$ cat src/rtl/lcd_tft_timing_pkg.sv
// Shared types and defaults for the TFT raster timing generator.
// Holds the horizontal/vertical phase encodings and their successor functions.
package lcd_pkg;

    localparam int H_W_DEF   = 11;
    localparam int V_W_DEF   = 11;
    localparam int PIX_W_DEF = 24;

    typedef enum logic [2:0] {
        H_IDLE = 3'd0,
        H_SYNC = 3'd1,
        H_BP   = 3'd2,
        H_ACT  = 3'd3,
        H_FP   = 3'd4
    } h_state_t;

    typedef enum logic [1:0] {
        V_SYNC = 2'd0,
        V_BP   = 2'd1,
        V_ACT  = 2'd2,
        V_FP   = 2'd3
    } v_state_t;

    function automatic h_state_t h_next(input h_state_t h);
        h_state_t n;
        case (h)
            H_SYNC:  n = H_BP;
            H_BP:    n = H_ACT;
            H_ACT:   n = H_FP;
            H_FP:    n = H_SYNC;
            default: n = H_IDLE;
        endcase
        return n;
    endfunction

    function automatic v_state_t v_next(input v_state_t v);
        v_state_t n;
        case (v)
            V_SYNC:  n = V_BP;
            V_BP:    n = V_ACT;
            V_ACT:   n = V_FP;
            V_FP:    n = V_SYNC;
            default: n = V_SYNC;
        endcase
        return n;
    endfunction

endpackage

$ cat src/rtl/lcd_tft_timing_if.sv
// Geometry, serializer handshake and panel bus of the TFT timing stage.
// master drives configuration and pixels; slave is the timing generator.
interface lcd_tft_timing_if #(
    parameter int H_W   = 11,
    parameter int V_W   = 11,
    parameter int PIX_W = 24
);
    logic             enable;
    logic [H_W-1:0]   ppl;
    logic [H_W-1:0]   hsw;
    logic [H_W-1:0]   hbp;
    logic [H_W-1:0]   hfp;
    logic [V_W-1:0]   lpp;
    logic [V_W-1:0]   vsw;
    logic [V_W-1:0]   vbp;
    logic [V_W-1:0]   vfp;
    logic             ihs;
    logic             ivs;
    logic [PIX_W-1:0] pixel;
    logic             pixel_valid;
    logic             stall;
    logic             startpipe;
    logic             lcd_hsync;
    logic             lcd_vsync;
    logic             lcd_de;
    logic [PIX_W-1:0] lcd_data;
    logic             underflow;

    modport master (
        output enable, ppl, hsw, hbp, hfp, lpp, vsw, vbp, vfp, ihs, ivs,
        output pixel, pixel_valid,
        input  stall, startpipe, lcd_hsync, lcd_vsync, lcd_de, lcd_data, underflow
    );

    modport slave (
        input  enable, ppl, hsw, hbp, hfp, lpp, vsw, vbp, vfp, ihs, ivs,
        input  pixel, pixel_valid,
        output stall, startpipe, lcd_hsync, lcd_vsync, lcd_de, lcd_data, underflow
    );
endinterface

$ cat src/rtl/lcd_tft_timing_phase_counter.sv
// Loadable down-counter that times one raster phase; zero_o marks its last step.
module lcd_phase_counter #(
    parameter int W = 11
) (
    input  logic         clk,
    input  logic         reset,
    input  logic         clr_i,
    input  logic         load_i,
    input  logic [W-1:0] load_val_i,
    input  logic         dec_i,
    output logic         zero_o
);

    logic [W-1:0] cnt_q;
    logic [W-1:0] cnt_d;

    // Next count: clear wins over load, load wins over decrement.
    always_comb begin
        cnt_d = cnt_q;
        if (clr_i) begin
            cnt_d = '0;
        end else if (load_i) begin
            cnt_d = load_val_i;
        end else if (dec_i) begin
            cnt_d = cnt_q - {{(W-1){1'b0}}, 1'b1};
        end else begin
            cnt_d = cnt_q;
        end
    end

    // Count register with synchronous active-low reset.
    always_ff @(posedge clk) begin
        if (!reset) begin
            cnt_q <= '0;
        end else begin
            cnt_q <= cnt_d;
        end
    end

    assign zero_o = (cnt_q == '0);

endmodule

$ cat src/rtl/lcd_tft_timing.sv
// TFT raster timing generator: HSYNC/VSYNC/DE from shadowed frame geometry,
// pulling one pixel per active cycle from the palette serializer.
module lcd_tft_timing
    import lcd_pkg::*;
#(
    parameter int H_W   = H_W_DEF,
    parameter int V_W   = V_W_DEF,
    parameter int PIX_W = PIX_W_DEF
) (
    input logic            clk,
    input logic            reset,
    lcd_tft_timing_if.slave bus
);

    logic [H_W-1:0]   hsw_q, hbp_q, ppl_q, hfp_q;
    logic [V_W-1:0]   vsw_q, vbp_q, lpp_q, vfp_q;
    logic             ihs_q, ivs_q;

    h_state_t         h_q, h_d;
    v_state_t         v_q, v_d;

    logic             startpipe_q;
    logic             hsync_q, hsync_d;
    logic             vsync_q, vsync_d;
    logic             de_q, de_d;
    logic             underflow_q, underflow_d;
    logic [PIX_W-1:0] data_q, data_d;

    logic             h_zero_s, v_zero_s;
    logic             consume_s, line_end_s, frame_end_s, cfg_load_s, cnt_clr_s;
    logic             h_load_s, h_dec_s, v_load_s, v_dec_s;
    logic [H_W-1:0]   h_val_s;
    logic [V_W-1:0]   v_val_s;

    assign consume_s   = (h_q == H_ACT) && (v_q == V_ACT);
    assign line_end_s  = (h_q == H_FP) && h_zero_s;
    assign frame_end_s = line_end_s && (v_q == V_FP) && v_zero_s;
    // Shadows refresh on start-up and on frame wrap, so the new frame's first
    // HSYNC/VSYNC counts must be taken straight from the live inputs.
    assign cfg_load_s  = bus.enable && ((h_q == H_IDLE) || frame_end_s);

    assign bus.stall     = bus.pixel_valid & ~consume_s;
    assign bus.startpipe = startpipe_q;
    assign bus.lcd_hsync = hsync_q;
    assign bus.lcd_vsync = vsync_q;
    assign bus.lcd_de    = de_q;
    assign bus.lcd_data  = data_q;
    assign bus.underflow = underflow_q;

    lcd_phase_counter #(.W(H_W)) u_hcnt (
        .clk        (clk),
        .reset      (reset),
        .clr_i      (cnt_clr_s),
        .load_i     (h_load_s),
        .load_val_i (h_val_s),
        .dec_i      (h_dec_s),
        .zero_o     (h_zero_s)
    );

    lcd_phase_counter #(.W(V_W)) u_vcnt (
        .clk        (clk),
        .reset      (reset),
        .clr_i      (cnt_clr_s),
        .load_i     (v_load_s),
        .load_val_i (v_val_s),
        .dec_i      (v_dec_s),
        .zero_o     (v_zero_s)
    );

    // Phase sequencing and counter load/decrement control.
    always_comb begin
        h_d       = h_q;
        v_d       = v_q;
        h_load_s  = 1'b0;
        h_dec_s   = 1'b0;
        h_val_s   = '0;
        v_load_s  = 1'b0;
        v_dec_s   = 1'b0;
        v_val_s   = '0;
        cnt_clr_s = 1'b0;
        if (!bus.enable) begin
            h_d       = H_IDLE;
            v_d       = V_SYNC;
            cnt_clr_s = 1'b1;
        end else if (h_q == H_IDLE) begin
            h_d      = H_SYNC;
            v_d      = V_SYNC;
            h_load_s = 1'b1;
            h_val_s  = bus.hsw;
            v_load_s = 1'b1;
            v_val_s  = bus.vsw;
        end else if (h_zero_s) begin
            h_d      = h_next(h_q);
            h_load_s = 1'b1;
            case (h_q)
                H_SYNC:  h_val_s = hbp_q;
                H_BP:    h_val_s = ppl_q;
                H_ACT:   h_val_s = hfp_q;
                H_FP:    h_val_s = frame_end_s ? bus.hsw : hsw_q;
                default: h_val_s = '0;
            endcase
            if (line_end_s) begin
                if (v_zero_s) begin
                    v_d      = v_next(v_q);
                    v_load_s = 1'b1;
                    case (v_q)
                        V_SYNC:  v_val_s = vbp_q;
                        V_BP:    v_val_s = lpp_q;
                        V_ACT:   v_val_s = vfp_q;
                        V_FP:    v_val_s = bus.vsw;
                        default: v_val_s = '0;
                    endcase
                end else begin
                    v_dec_s = 1'b1;
                end
            end else begin
                v_dec_s = 1'b0;
            end
        end else begin
            h_dec_s = 1'b1;
        end
    end

    // Panel outputs follow the current phase one edge later; idle shows the
    // inactive sync levels of the live polarity inputs.
    always_comb begin
        hsync_d = bus.ihs;
        vsync_d = bus.ivs;
        de_d    = 1'b0;
        data_d  = '0;
        if (bus.enable && (h_q != H_IDLE)) begin
            hsync_d = (h_q == H_SYNC) ^ ihs_q;
            vsync_d = (v_q == V_SYNC) ^ ivs_q;
            de_d    = consume_s;
            data_d  = (consume_s && bus.pixel_valid) ? bus.pixel : '0;
        end else begin
            hsync_d = bus.ihs;
            vsync_d = bus.ivs;
        end
    end

    // Sticky underflow, cleared only by reset or a fresh enable.
    always_comb begin
        underflow_d = underflow_q;
        if (bus.enable && !startpipe_q) begin
            underflow_d = 1'b0;
        end else if (bus.enable && consume_s && !bus.pixel_valid) begin
            underflow_d = 1'b1;
        end else begin
            underflow_d = underflow_q;
        end
    end

    // State, shadow configuration and registered panel outputs.
    always_ff @(posedge clk) begin
        if (!reset) begin
            h_q         <= H_IDLE;
            v_q         <= V_SYNC;
            startpipe_q <= 1'b0;
            hsync_q     <= bus.ihs;
            vsync_q     <= bus.ivs;
            de_q        <= 1'b0;
            data_q      <= '0;
            underflow_q <= 1'b0;
            hsw_q       <= '0;
            hbp_q       <= '0;
            ppl_q       <= '0;
            hfp_q       <= '0;
            vsw_q       <= '0;
            vbp_q       <= '0;
            lpp_q       <= '0;
            vfp_q       <= '0;
            ihs_q       <= 1'b0;
            ivs_q       <= 1'b0;
        end else begin
            h_q         <= h_d;
            v_q         <= v_d;
            startpipe_q <= bus.enable;
            hsync_q     <= hsync_d;
            vsync_q     <= vsync_d;
            de_q        <= de_d;
            data_q      <= data_d;
            underflow_q <= underflow_d;
            if (cfg_load_s) begin
                hsw_q <= bus.hsw;
                hbp_q <= bus.hbp;
                ppl_q <= bus.ppl;
                hfp_q <= bus.hfp;
                vsw_q <= bus.vsw;
                vbp_q <= bus.vbp;
                lpp_q <= bus.lpp;
                vfp_q <= bus.vfp;
                ihs_q <= bus.ihs;
                ivs_q <= bus.ivs;
            end
        end
    end

endmodule
$ cat src/flat_wrapper.sv
// flat-port wrapper written by rule: the top's interface ports become plain ports
module lcd_tft_timing_flat import lcd_pkg::*;
#(
    parameter int H_W   = H_W_DEF,
    parameter int V_W   = V_W_DEF,
    parameter int PIX_W = PIX_W_DEF
)
  (clk, reset, bus_enable, bus_ppl, bus_hsw, bus_hbp, bus_hfp, bus_lpp, bus_vsw, bus_vbp, bus_vfp, bus_ihs, bus_ivs, bus_pixel, bus_pixel_valid, bus_stall, bus_startpipe, bus_lcd_hsync, bus_lcd_vsync, bus_lcd_de, bus_lcd_data, bus_underflow);
  lcd_tft_timing_if #(.H_W(H_W), .V_W(V_W), .PIX_W(PIX_W)) bus_i ();
  input logic clk;
  input logic reset;
  input wire logic [$bits(bus_i.enable)-1:0] bus_enable;
  input wire logic [$bits(bus_i.ppl)-1:0] bus_ppl;
  input wire logic [$bits(bus_i.hsw)-1:0] bus_hsw;
  input wire logic [$bits(bus_i.hbp)-1:0] bus_hbp;
  input wire logic [$bits(bus_i.hfp)-1:0] bus_hfp;
  input wire logic [$bits(bus_i.lpp)-1:0] bus_lpp;
  input wire logic [$bits(bus_i.vsw)-1:0] bus_vsw;
  input wire logic [$bits(bus_i.vbp)-1:0] bus_vbp;
  input wire logic [$bits(bus_i.vfp)-1:0] bus_vfp;
  input wire logic [$bits(bus_i.ihs)-1:0] bus_ihs;
  input wire logic [$bits(bus_i.ivs)-1:0] bus_ivs;
  input wire logic [$bits(bus_i.pixel)-1:0] bus_pixel;
  input wire logic [$bits(bus_i.pixel_valid)-1:0] bus_pixel_valid;
  output wire logic [$bits(bus_i.stall)-1:0] bus_stall;
  output wire logic [$bits(bus_i.startpipe)-1:0] bus_startpipe;
  output wire logic [$bits(bus_i.lcd_hsync)-1:0] bus_lcd_hsync;
  output wire logic [$bits(bus_i.lcd_vsync)-1:0] bus_lcd_vsync;
  output wire logic [$bits(bus_i.lcd_de)-1:0] bus_lcd_de;
  output wire logic [$bits(bus_i.lcd_data)-1:0] bus_lcd_data;
  output wire logic [$bits(bus_i.underflow)-1:0] bus_underflow;
  assign bus_i.enable = bus_enable;
  assign bus_i.ppl = bus_ppl;
  assign bus_i.hsw = bus_hsw;
  assign bus_i.hbp = bus_hbp;
  assign bus_i.hfp = bus_hfp;
  assign bus_i.lpp = bus_lpp;
  assign bus_i.vsw = bus_vsw;
  assign bus_i.vbp = bus_vbp;
  assign bus_i.vfp = bus_vfp;
  assign bus_i.ihs = bus_ihs;
  assign bus_i.ivs = bus_ivs;
  assign bus_i.pixel = bus_pixel;
  assign bus_i.pixel_valid = bus_pixel_valid;
  assign bus_stall = bus_i.stall;
  assign bus_startpipe = bus_i.startpipe;
  assign bus_lcd_hsync = bus_i.lcd_hsync;
  assign bus_lcd_vsync = bus_i.lcd_vsync;
  assign bus_lcd_de = bus_i.lcd_de;
  assign bus_lcd_data = bus_i.lcd_data;
  assign bus_underflow = bus_i.underflow;
  lcd_tft_timing #(.H_W(H_W), .V_W(V_W), .PIX_W(PIX_W)) u_core (.clk(clk), .reset(reset), .bus(bus_i));
endmodule
$ cat config.mk
export PLATFORM = sky130hd
export DESIGN_NAME = lcd_tft_timing_flat
export DESIGN_NICKNAME = d
export VERILOG_FILES = /design/src/rtl/lcd_tft_timing_pkg.sv /design/src/rtl/lcd_tft_timing_if.sv /design/src/rtl/lcd_tft_timing_phase_counter.sv /design/src/rtl/lcd_tft_timing.sv /design/src/flat_wrapper.sv
export SDC_FILE = /design/constraint.sdc
export NUM_CORES = 1
export LEC_CHECK = 0
export ABC_AREA = 1
export ABC_CLOCK_PERIOD_IN_PS = 2500
export BUFFER_PORTS_ARGS = -buffer_cell sky130_fd_sc_hd__clkbuf_2
export CAP_MARGIN = 20
export CORE_MARGIN = 3
export CORE_UTILIZATION = 50
export CTS_BUF_LIST = sky130_fd_sc_hd__clkbuf_8
export DETAILED_ROUTE_END_ITERATION = 10
export GPL_TIMING_DRIVEN = 0
export PLACE_DENSITY = 0.75
export SLEW_MARGIN = 20
export SYNTH_ARGS = -nofsm -noshare
export SYNTH_HDL_FRONTEND = slang
export SYNTH_SLANG_ARGS = --single-unit
$ cat constraint.sdc
create_clock -name clk -period 2.5 [get_ports clk]
set_input_delay 0.5 -clock clk [delete_from_list [all_inputs] [get_ports clk]]
set_output_delay 0.5 -clock clk [all_outputs]
set_load 0.05 [all_outputs]
Word level (Yosys, flattened, before mapping)
Cells that the tools add are included.
{"block": "totals", "reg_bits": 135, "wordCells": 99, "n_memories": 0, "latch_bits": 0, "output_inout_bits": 30, "mem_bits_ro": 0, "ramBits": 0}
{"block": "op_classes", "n_mul": 0, "reduce_logical": 27, "n_mux": 37, "n_lt_le_gt_ge": 0, "add_sub_neg": 2, "shift": 0, "n_eq_ne": 7, "bitwise": 6, "div_mod_pow": 0}
{"op": "11-bit 2-to-1 mux", "n": 11}
{"op": "11-bit one-hot mux with 4 select lines", "n": 2}
{"op": "11-bit logical NOT", "n": 2}
{"op": "1-bit 2-to-1 mux", "n": 22}
{"op": "11-bit by 1-bit subtractor with 11-bit output, second input constant", "n": 2}
{"op": "3-bit one-hot mux with 4 select lines", "n": 1}
{"op": "1-bit logical AND", "n": 10}
{"op": "2-bit one-hot mux with 4 select lines", "n": 1}
{"op": "3-bit by 2-bit equality test with 1-bit output, second input constant", "n": 2}
{"op": "3-bit AND reduction", "n": 2}
{"op": "2-bit nonzero test", "n": 3}
{"op": "2-bit equality test, second input constant", "n": 2}
{"op": "2-bit AND reduction", "n": 2}
{"op": "3-bit by 1-bit equality test with 1-bit output, second input constant", "n": 1}
{"op": "3-bit equality test, second input constant", "n": 1}
{"op": "3-bit logical NOT", "n": 1}
{"op": "1-bit NOT", "n": 3}
{"op": "3-bit nonzero test", "n": 1}
{"op": "3-bit OR reduction", "n": 1}
{"op": "2-bit by 1-bit equality test with 1-bit output, second input constant", "n": 1}
{"op": "1-bit logical NOT", "n": 2}
{"op": "2-bit logical NOT", "n": 1}
{"op": "2-bit OR reduction", "n": 1}
{"op": "1-bit bitwise XOR", "n": 2}
{"op": "other kinds (2)", "n": 2}

Longest topological paths before layout
Gate-level depths: netlist (run 1).
{"block": "logic_depth", "ltp_word": 9, "mapped_depth": 15, "depth_no_buf": 14}

By module
A second synthesis (run 1) with hierarchy kept.
{"block": "hier_totals", "cells_unflattened": 942, "hier_area_um2": 6457.4}
{"mod": "lcd_tft_timing", "seq_area_each_um2": 2262.2, "cells_per_inst": 726, "area_per_inst_um2": 5046.1, "n_inst": 1}
{"mod": "lcd_phase_counter", "seq_area_each_um2": 220.2, "cells_per_inst": 108, "area_per_inst_um2": 705.7, "n_inst": 2}

Worst setup path before layout (run 1)
Ideal clock, no wire load.
{"block": "synth_timing", "path_kind": "reg2reg", "from": "register u_core.u_hcnt.cnt_q[0]", "to": "register u_core.hbp_q[0]", "arrival_ns": 1.644, "path_slack_ns": 0.737, "stages_incl_launch_ff": 14, "path_buffers": 2, "path_cell_list": "dfxtp_1 > inv_1 > ha_1 > nand2_1 > nor2_4 > nand3_4 > inv_2 > nand3_2 > nand2_2 > nand2_1 > buf_6 > buf_2 > o21ai_1 > a21oi_1"}
{"block": "synth_via", "elab_chain_len": 6}
{"item": "from (decl)", "line_no": "lcd_tft_timing_phase_counter.sv:14", "text": "logic [W-1:0] cnt_q;"}
{"item": "from (signal assigned)", "line_no": "lcd_tft_timing_phase_counter.sv:36", "text": "cnt_q <= cnt_d;"}
{"item": "11-bit logical NOT", "line_no": "lcd_tft_timing_phase_counter.sv:40", "text": "assign zero_o = (cnt_q == '0);"}
{"item": "1-bit logical AND", "line_no": "lcd_tft_timing.sv:36", "text": "assign line_end_s = (h_q == H_FP) && h_zero_s;"}
{"item": "1-bit logical AND (2 in a row)", "line_no": "lcd_tft_timing.sv:37", "text": "assign frame_end_s = line_end_s && (v_q == V_FP) && v_zero_s;"}
{"item": "1-bit logical OR", "line_no": "lcd_tft_timing.sv:40", "text": "assign cfg_load_s = bus.enable && ((h_q == H_IDLE) || frame_end_s);"}
{"item": "1-bit logical AND", "line_no": "lcd_tft_timing.sv:40"}
{"item": "to (signal assigned)", "line_no": "lcd_tft_timing.sv:186", "text": "hbp_q <= bus.hbp;"}
{"item": "to (decl)", "line_no": "lcd_tft_timing.sv:15", "text": "logic [H_W-1:0] hsw_q, hbp_q, ppl_q, hfp_q;"}
No other way between the ends.
A chain may end at the register's enable or synchronous reset.

Worst setup path after layout (run 1)
{"block": "layout_timing", "from": "register u_core.v_q[0]", "to": "output port bus_stall"}
{"block": "layout_via", "elab_chain_len": 4}
{"item": "from (decl)", "line_no": "lcd_tft_timing.sv:20", "text": "v_state_t v_q, v_d;"}
{"item": "from (signal assigned)", "line_no": "lcd_tft_timing.sv:177", "text": "v_q <= v_d;"}
{"item": "2-bit equality test", "line_no": "lcd_tft_timing.sv:35", "text": "assign consume_s = (h_q == H_ACT) && (v_q == V_ACT);"}
{"item": "1-bit logical AND", "line_no": "lcd_tft_timing.sv:35"}
{"item": "1-bit NOT", "line_no": "lcd_tft_timing.sv:42", "text": "assign bus.stall = bus.pixel_valid & ~consume_s;"}
{"item": "1-bit AND", "line_no": "lcd_tft_timing.sv:42"}
{"item": "to (decl)", "line_no": "flat_wrapper.sv:25", "text": "output wire logic [$bits(bus_i.stall)-1:0] bus_stall;"}
No other way between the ends.

==> flow_summary.toml, run 1 <==
[setup_path]
rr_endpoint = "u_core.ppl_q[6]$_SDFFE_PN0P_"
crit_path_top_delay_cell = "dfxtp_1"
critPathRequiredTime_ns = 2.00
rr_worst_depth = 13
critPathKind = "register to output pin"
critPathMaxFanout = 4
critPathMostFrequentCell = "inv_1"
critical_path.top_delay_family = "buffers and inverters"
end_kind = "output pin"
cpPeakStageDelay_ns = 0.39
crit_path_start_kind = "register"
r2r-start = "u_core.u_hcnt.cnt_q[0]$_SDFFE_PN0P_"
critPathArrivalTime_ns = 1.78
r2r_slack_ns = 0.38
crit_buf_inv = 5
path_cells = "inv_1 > ha_1 > inv_1 > nor2_1 > inv_1 > nand2_1 > inv_1 > clkbuf_2"

[global_routing]
grt_max_degree = 17
antenna_found_initial = 0
grt_pass1_wl_um = 27740
grt_overflow = 0
grt_pass1_vias = 5887
track_usage = 0.2426

[drt]
routed_wl_um = 17130
drcViolationCount = 0
wl_per_cell_um = 13.67
ant_nets = 0
via_per_inst = 5.136
firstDrtPassIters = 5
drt-initial-drc-count = 440
vias = 6436

[pwr]
p_comb_frac = 0.159
total_power_mw = 5.000
seqPwrFrac = 0.467
vdd_drop_max_mv = 0.4165
p_int_mw = 3.616
p_leak_nw = 3.612
switchingPower_mw = 1.384
p_per_area_mw_per_mm2 = 652.6
swShare = 0.2768
pwr-share-clk = 0.374

[sta]
slew_viol_final = 0
period_needed_ns = 2.281
min_period_over_period = 0.9124
rsz0062_at_grt = "false"
timing.fmax_mhz = 438.4
skew_ns = 0.01279
setup_violations = 0
slew_headroom = 0.6106
setup_ws_ns = 0.2191
tightestPinTransition_ns = 0.5841
hold_violations = 0
tns_ns = 0

[cells_and_area]
nFillCells = 1179
finalInstanceArea_mm2 = 0.007662
area_growth_pct = 21.41
layout.area.seq_mm2 = 0.002703
drive_gt1_frac = 0.2065
fin_nets = 1197
multiInputGateArea_mm2 = 0.002933
n_antenna_cell = 0
largest_reg_flops = 24

[floorplanning]
pin_count = 148
dieWidth_um = 118.4
rows = 40
start_util = 0.5189
coreArea_mm2 = 0.01216
die_h_um = 118.4
die-area_mm2 = 0.01401

[synth]
syn_inst = 907
synth.avg_cell_area_um2 = 6.958
ys_ff_latch = 135
syn_nets = 1032
yosys.cell_types.count = 33
netlist_area_mm2 = 0.006311
ys_seq_area_frac = 0.4282
yosys_warnings = 0

[placed_design]
routabilityCongestion = 0.8778
place_ws_ns = 0.4243
portBuffers = 146
dpl.hpwl_um = 12840
placed_cell_area_mm2 = 0.007252

[worst_hold_path]
holdCritStartpoint = "bus_pixel[14]"
min_to = "u_core.bus.lcd_data[14]$_SDFF_PN0_"
hold_depth = 3
hp-class = "input pin to register"

[clock_network]
clockBufferDepth = 2
cts_resized = 0
cts_tree = "done"
clock_latency_ns = 0.46
path_clk_slew_ns = 0.08
cts-buffers-inserted = 17
cts.sinks = 135
ctsHtreeMaxLevel = 4
cts_hold_buf = 0
post_cts_buffers = 0
cts_root_buf = "clkbuf_8"

[status]
status = "finished, final reports clean"

[job]
maxCapViolations = 0
[through the flow]
step | util | cells | hold slack [ns]
finish | 0.6300 | 1253 | 0.2258
global route | 0.6300 | 1253 | 0.2072
CTS | 0.6300 | 1253 | 0.2014
detailed placement | 0.5963 | 1221 | 0.4456
global placement | 0.5963 | 1221 | 0.4404
floorplan | - | 907 | 0.4291
[placed cells by master (no fill, tap or decap), types with 11 or more instances in the layout]
cell and instances:
nand2_1 189, clkbuf_2 146, a21oi_1 135, dfxtp_1 135
inv_1 105, nand3_1 100, nor2_1 60, o21ai_0 41
clkbuf_1 27, o21ai_1 22, clkbuf_8 20, buf_2 18
inv_2 11
[worst reg2reg max path, stage by stage (launching register included)]
cell and delay, ns:
dfxtp_1 0.30, inv_1 0.08, ha_1 0.18, nand2_1 0.09
nor2_4 0.18, nand3_4 0.18, inv_2 0.13, nand3_2 0.10
nand2_2 0.12, nand2_1 0.09, buf_6 0.16, buf_2 0.20
o21ai_1 0.17, a21oi_1 0.05
[kinds of logic after synthesis]
group,synth area share
and+or+nand+nor,0.2492
DFF,0.4282
buffers and inverters,0.1071
xor gates and xnor gates,0.01943
AOI/OAI and AO/OA,0.1822
adders and majority gates,0.01388
[cell type report]
| type | instances | share of cell area |
|---|---|---|
| multi-input cells | 607 | 0.3828 |
| flip-flops and latches | 135 | 0.3527 |
| repair buffers | 146 | 0.09536 |
| inverters | 112 | 0.05487 |
| clock buffers | 20 | 0.03592 |
| plain buffers | 53 | 0.03331 |
| well taps | 168 | 0.02743 |
| clock inverters | 12 | 0.01764 |
[routing by layer]
metal  share of wire  track usage  up-vias
met5               0            0        -
met4           0.016      0.07473        0
met3           0.076      0.06029       26
met2            0.44       0.3780      250
met1            0.47       0.3318     2887
li1                -            -     3273
[power by group through the flow]
stage               registers, mW  logic, mW  clock network, mW
floorplan                    2.38      0.532                  0
global placement             2.38      0.777                  0
detailed placement           2.38      0.784                  0
CTS                          2.33      0.790               1.89
global route                 2.35      0.902               1.97
finish                       2.34      0.796               1.87
[worst max-delay path by stage]
| stage | start | end | slack [ns] | cells after the start |
|---|---|---|---|---|
| 2_1_floorplan | u_core.u_hcnt.cnt_q[0]$_SDFFE_PN0P_ | u_core.hbp_q[0]$_SDFFE_PN0P_ | 0.74 | 13 |
| 3_3_place_gp | bus_enable | u_core.bus.lcd_data[13]$_SDFF_PN0_ | 0.46 | 8 |
| 3_5_place_dp | u_core.u_hcnt.cnt_q[0]$_SDFFE_PN0P_ | u_core.hbp_q[1]$_SDFFE_PN0P_ | 0.42 | 13 |
| 4_1_cts | u_core.v_q[0]$_SDFFE_PP0P_ | bus_stall | 0.20 | 8 |
| 5_1_grt | u_core.v_q[0]$_SDFFE_PP0P_ | bus_stall | 0.1 | 8 |
| 6_report | u_core.v_q[0]$_SDFFE_PP0P_ | bus_stall | 0.22 | 8 |
[cells in the mapped netlist, drive strengths merged]
cell / instances / area [um^2]
a21oi: 135 / 675.7
a21boi: 1 / 7.510
ha: 7 / 87.58
o211ai: 4 / 30.03
a22o: 1 / 8.760
nor3: 3 / 20.02
xnor2: 5 / 43.79
nand4: 1 / 6.260
o22ai: 10 / 62.56
nand3: 102 / 528.0
a221oi: 2 / 17.52
inv: 112 / 420.4
dfxtp: 135 / 2703
nand2: 192 / 728.2
a311oi: 1 / 8.760
o221a: 1 / 11.26
clkbuf: 27 / 101.4
xor2: 9 / 78.83
a31oi: 2 / 12.51
o21ai: 63 / 315.3
buf: 26 / 153.9
nor2: 68 / 290.3
Power figures use the tool's default switching activity.
==> run 2: changes to the inputs <==
--- a/config.mk
+++ b/config.mk
@@ -6,15 +6,16 @@
 export NUM_CORES = 1
 export LEC_CHECK = 0
 export ABC_AREA = 1
-export ABC_CLOCK_PERIOD_IN_PS = 2500
+export ABC_CLOCK_PERIOD_IN_PS = 2300
 export BUFFER_PORTS_ARGS = -buffer_cell sky130_fd_sc_hd__clkbuf_2
 export CAP_MARGIN = 20
 export CORE_MARGIN = 3
 export CORE_UTILIZATION = 50
 export CTS_BUF_LIST = sky130_fd_sc_hd__clkbuf_8
+export CTS_CLUSTER_SIZE = 14
 export DETAILED_ROUTE_END_ITERATION = 10
 export GPL_TIMING_DRIVEN = 0
-export PLACE_DENSITY = 0.75
+export PLACE_DENSITY_LB_ADDON = 0.2
 export SLEW_MARGIN = 20
 export SYNTH_ARGS = -nofsm -noshare
 export SYNTH_HDL_FRONTEND = slang
==> constraint.sdc (replaced) <==
create_clock -name clk -period 2.3 [get_ports clk]
set_input_delay 0.46 -clock clk [delete_from_list [all_inputs] [get_ports clk]]
set_output_delay 0.46 -clock clk [all_outputs]
set_load 0.05 [all_outputs]
==> run 2 against run 1 <==
Flip-flop and latch count unchanged. Routed wire length is 1.2% higher. Combinational power is 10% higher. Die area unchanged. Design area up 1.6%. Cell count increased by 0.24%. Critical endpoint unchanged. Largest cell class unchanged. Largest power group unchanged.
==> flow_summary.toml, run 2 (synthesis gave the netlist of run 1 again) <==
[status]
status = "finished, final reports clean"

[sta]
tightestPinTransition_ns = 0.5932
min_period_over_period = 0.9341
skew_ns = 0.01202
setup_violations = 0
period_needed_ns = 2.148
timing.fmax_mhz = 465.5
slew_headroom = 0.6045
slew_viol_final = 0
hold_violations = 0

[global_routing]
grt_pass1_vias = 5888
grt_max_degree = 17
grt_pass1_wl_um = 28840
grt_overflow = 0
track_usage = 0.2532
antenna_found_initial = 0

[drt]
drt-initial-drc-count = 373
via_per_inst = 5.078
routed_wl_um = 17330
ant_nets = 0
drcViolationCount = 0
vias = 6378
firstDrtPassIters = 7
wl_per_cell_um = 13.80

[floorplanning]
rows = 40
coreArea_mm2 = 0.01216
dieWidth_um = 118.4
start_util = 0.5189
pin_count = 148
die_h_um = 118.4
die-area_mm2 = 0.01401

[cells_and_area]
area_growth_pct = 23.35
stdcell_count = 1256
n_antenna_cell = 0
largest_reg_flops = 24
finalInstanceArea_mm2 = 0.007785
drive_gt1_frac = 0.2142
nFillCells = 1162
fin_nets = 1200
final_cell_mix = "nand2_1, clkbuf_2, a21oi_1"
final_common_cell = "nand2_1"

[worst_hold_path]
hp-class = "input pin to register"

[clock_network]
cts_hold_buf = 0
path_clk_slew_ns = 0.08
cts_root_buf = "clkbuf_8"
ctsHtreeMaxLevel = 4
cts_tree = "done"
clock_latency_ns = 0.45
cts-buffers-inserted = 17
cts.sinks = 135
clockBufferDepth = 2

[setup_path]
critPathRequiredTime_ns = 1.84
critPathArrivalTime_ns = 1.69
critPathMaxFanout = 4
critPathKind = "register to output pin"
crit_path_start_kind = "register"
end_kind = "output pin"

[job]
maxCapViolations = 0

[pwr]
p_per_area_mw_per_mm2 = 751.2
p_leak_nw = 3.656
vdd_drop_max_mv = 0.4481

[placed_design]
placed_cell_area_mm2 = 0.007252
portBuffers = 146
placed_cells = 1221
dpl.hpwl_um = 12770
routabilityCongestion = 0.8888
## run 2: changes by cell type in the layout (fill, tap and decap cells not counted), moves of 2 or more
cell	delta
bufinv_16	+3
inv_1	-3
clkinv_2	-2
buf_4	+2
## run 2: critical path, cell delays in order, from the launching register on
cell	delay, ns
dfxtp_2	0.34
inv_1	0.08
ha_1	0.20
inv_1	0.09
nor2_2	0.15
inv_1	0.09
nand2_1	0.06
inv_1	0.03
clkbuf_4	0.20
## run 2: area by class of cell
| cell class | instances | area [um^2] | area share |
|---|---|---|---|
| Multi-Input combinational cell | 607 | 2939 | 0.3775 |
| Inverter | 112 | 420.4 | 0.05400 |
| Timing Repair Buffer | 149 | 755.7 | 0.09707 |
| Clock inverter | 12 | 221.5 | 0.02845 |
| Tap cell | 168 | 210.2 | 0.02700 |
| Buffer | 53 | 259.0 | 0.03327 |
| Clock buffer | 20 | 275.3 | 0.03536 |
| Sequential cell | 135 | 2704 | 0.3473 |
## run 2: path summary, 6_finish.rpt
kind	startpoint	end	slack [ns]	depth (start not counted)
worst max-delay path	u_core.v_q[0]$_SDFFE_PP0P_	bus_stall	0.15	8
worst max register to register	u_core.u_hcnt.cnt_q[0]$_SDFFE_PN0P_	u_core.ppl_q[7]$_SDFFE_PN0P_	0.19	13
worst min register to register	u_core.hbp_q[8]$_SDFFE_PN0P_	u_core.hbp_q[8]$_SDFFE_PN0P_	0.46	2
worst min-delay path	bus_pixel[1]	u_core.bus.lcd_data[1]$_SDFF_PN0_	0.20	3
## run 2: timing repair
item | in CTS | in global routing
setup endpoints to repair | 0 | 4
setup buffers | 0 | 3
resized for setup | 0 | 6
## run 2: power by group
group	switching (mW)	leakage, nW	total [mW]	internal (mW)
Sequential	0.0679	1.11	2.54	2.47
Clock	0.944	0.247	2.43	1.49
Combinational	0.544	2.30	0.878	0.334
## run 2: stage by stage
| stage | util | power, mW | hold slack, ns | setup TNS [ns] | setup WS [ns] |
|---|---|---|---|---|---|
| 6_report | 0.6401 | 5.848 | 0.2013 | 0 | 0.1516 |
| 5_1_grt | 0.6401 | 6.111 | 0.1766 | -0.01046 | -0.006221 |
| 4_1_cts | 0.6371 | 5.848 | 0.1713 | 0 | 0.03129 |
| 3_5_place_dp | 0.5963 | 3.441 | 0.4439 | 0 | 0.2370 |
| 3_3_place_gp | 0.5963 | 3.432 | 0.4385 | 0 | 0.2296 |
| 2_1_floorplan | - | 3.162 | 0.4291 | 0 | 0.5368 |
## run 2: routing by layer
metal / GRT usage / wire [um]
met5: 0 / 0
met4: 0.1114 / 371
met1: 0.3473 / 8128
met3: 0.05455 / 1205
met2: 0.3834 / 7623
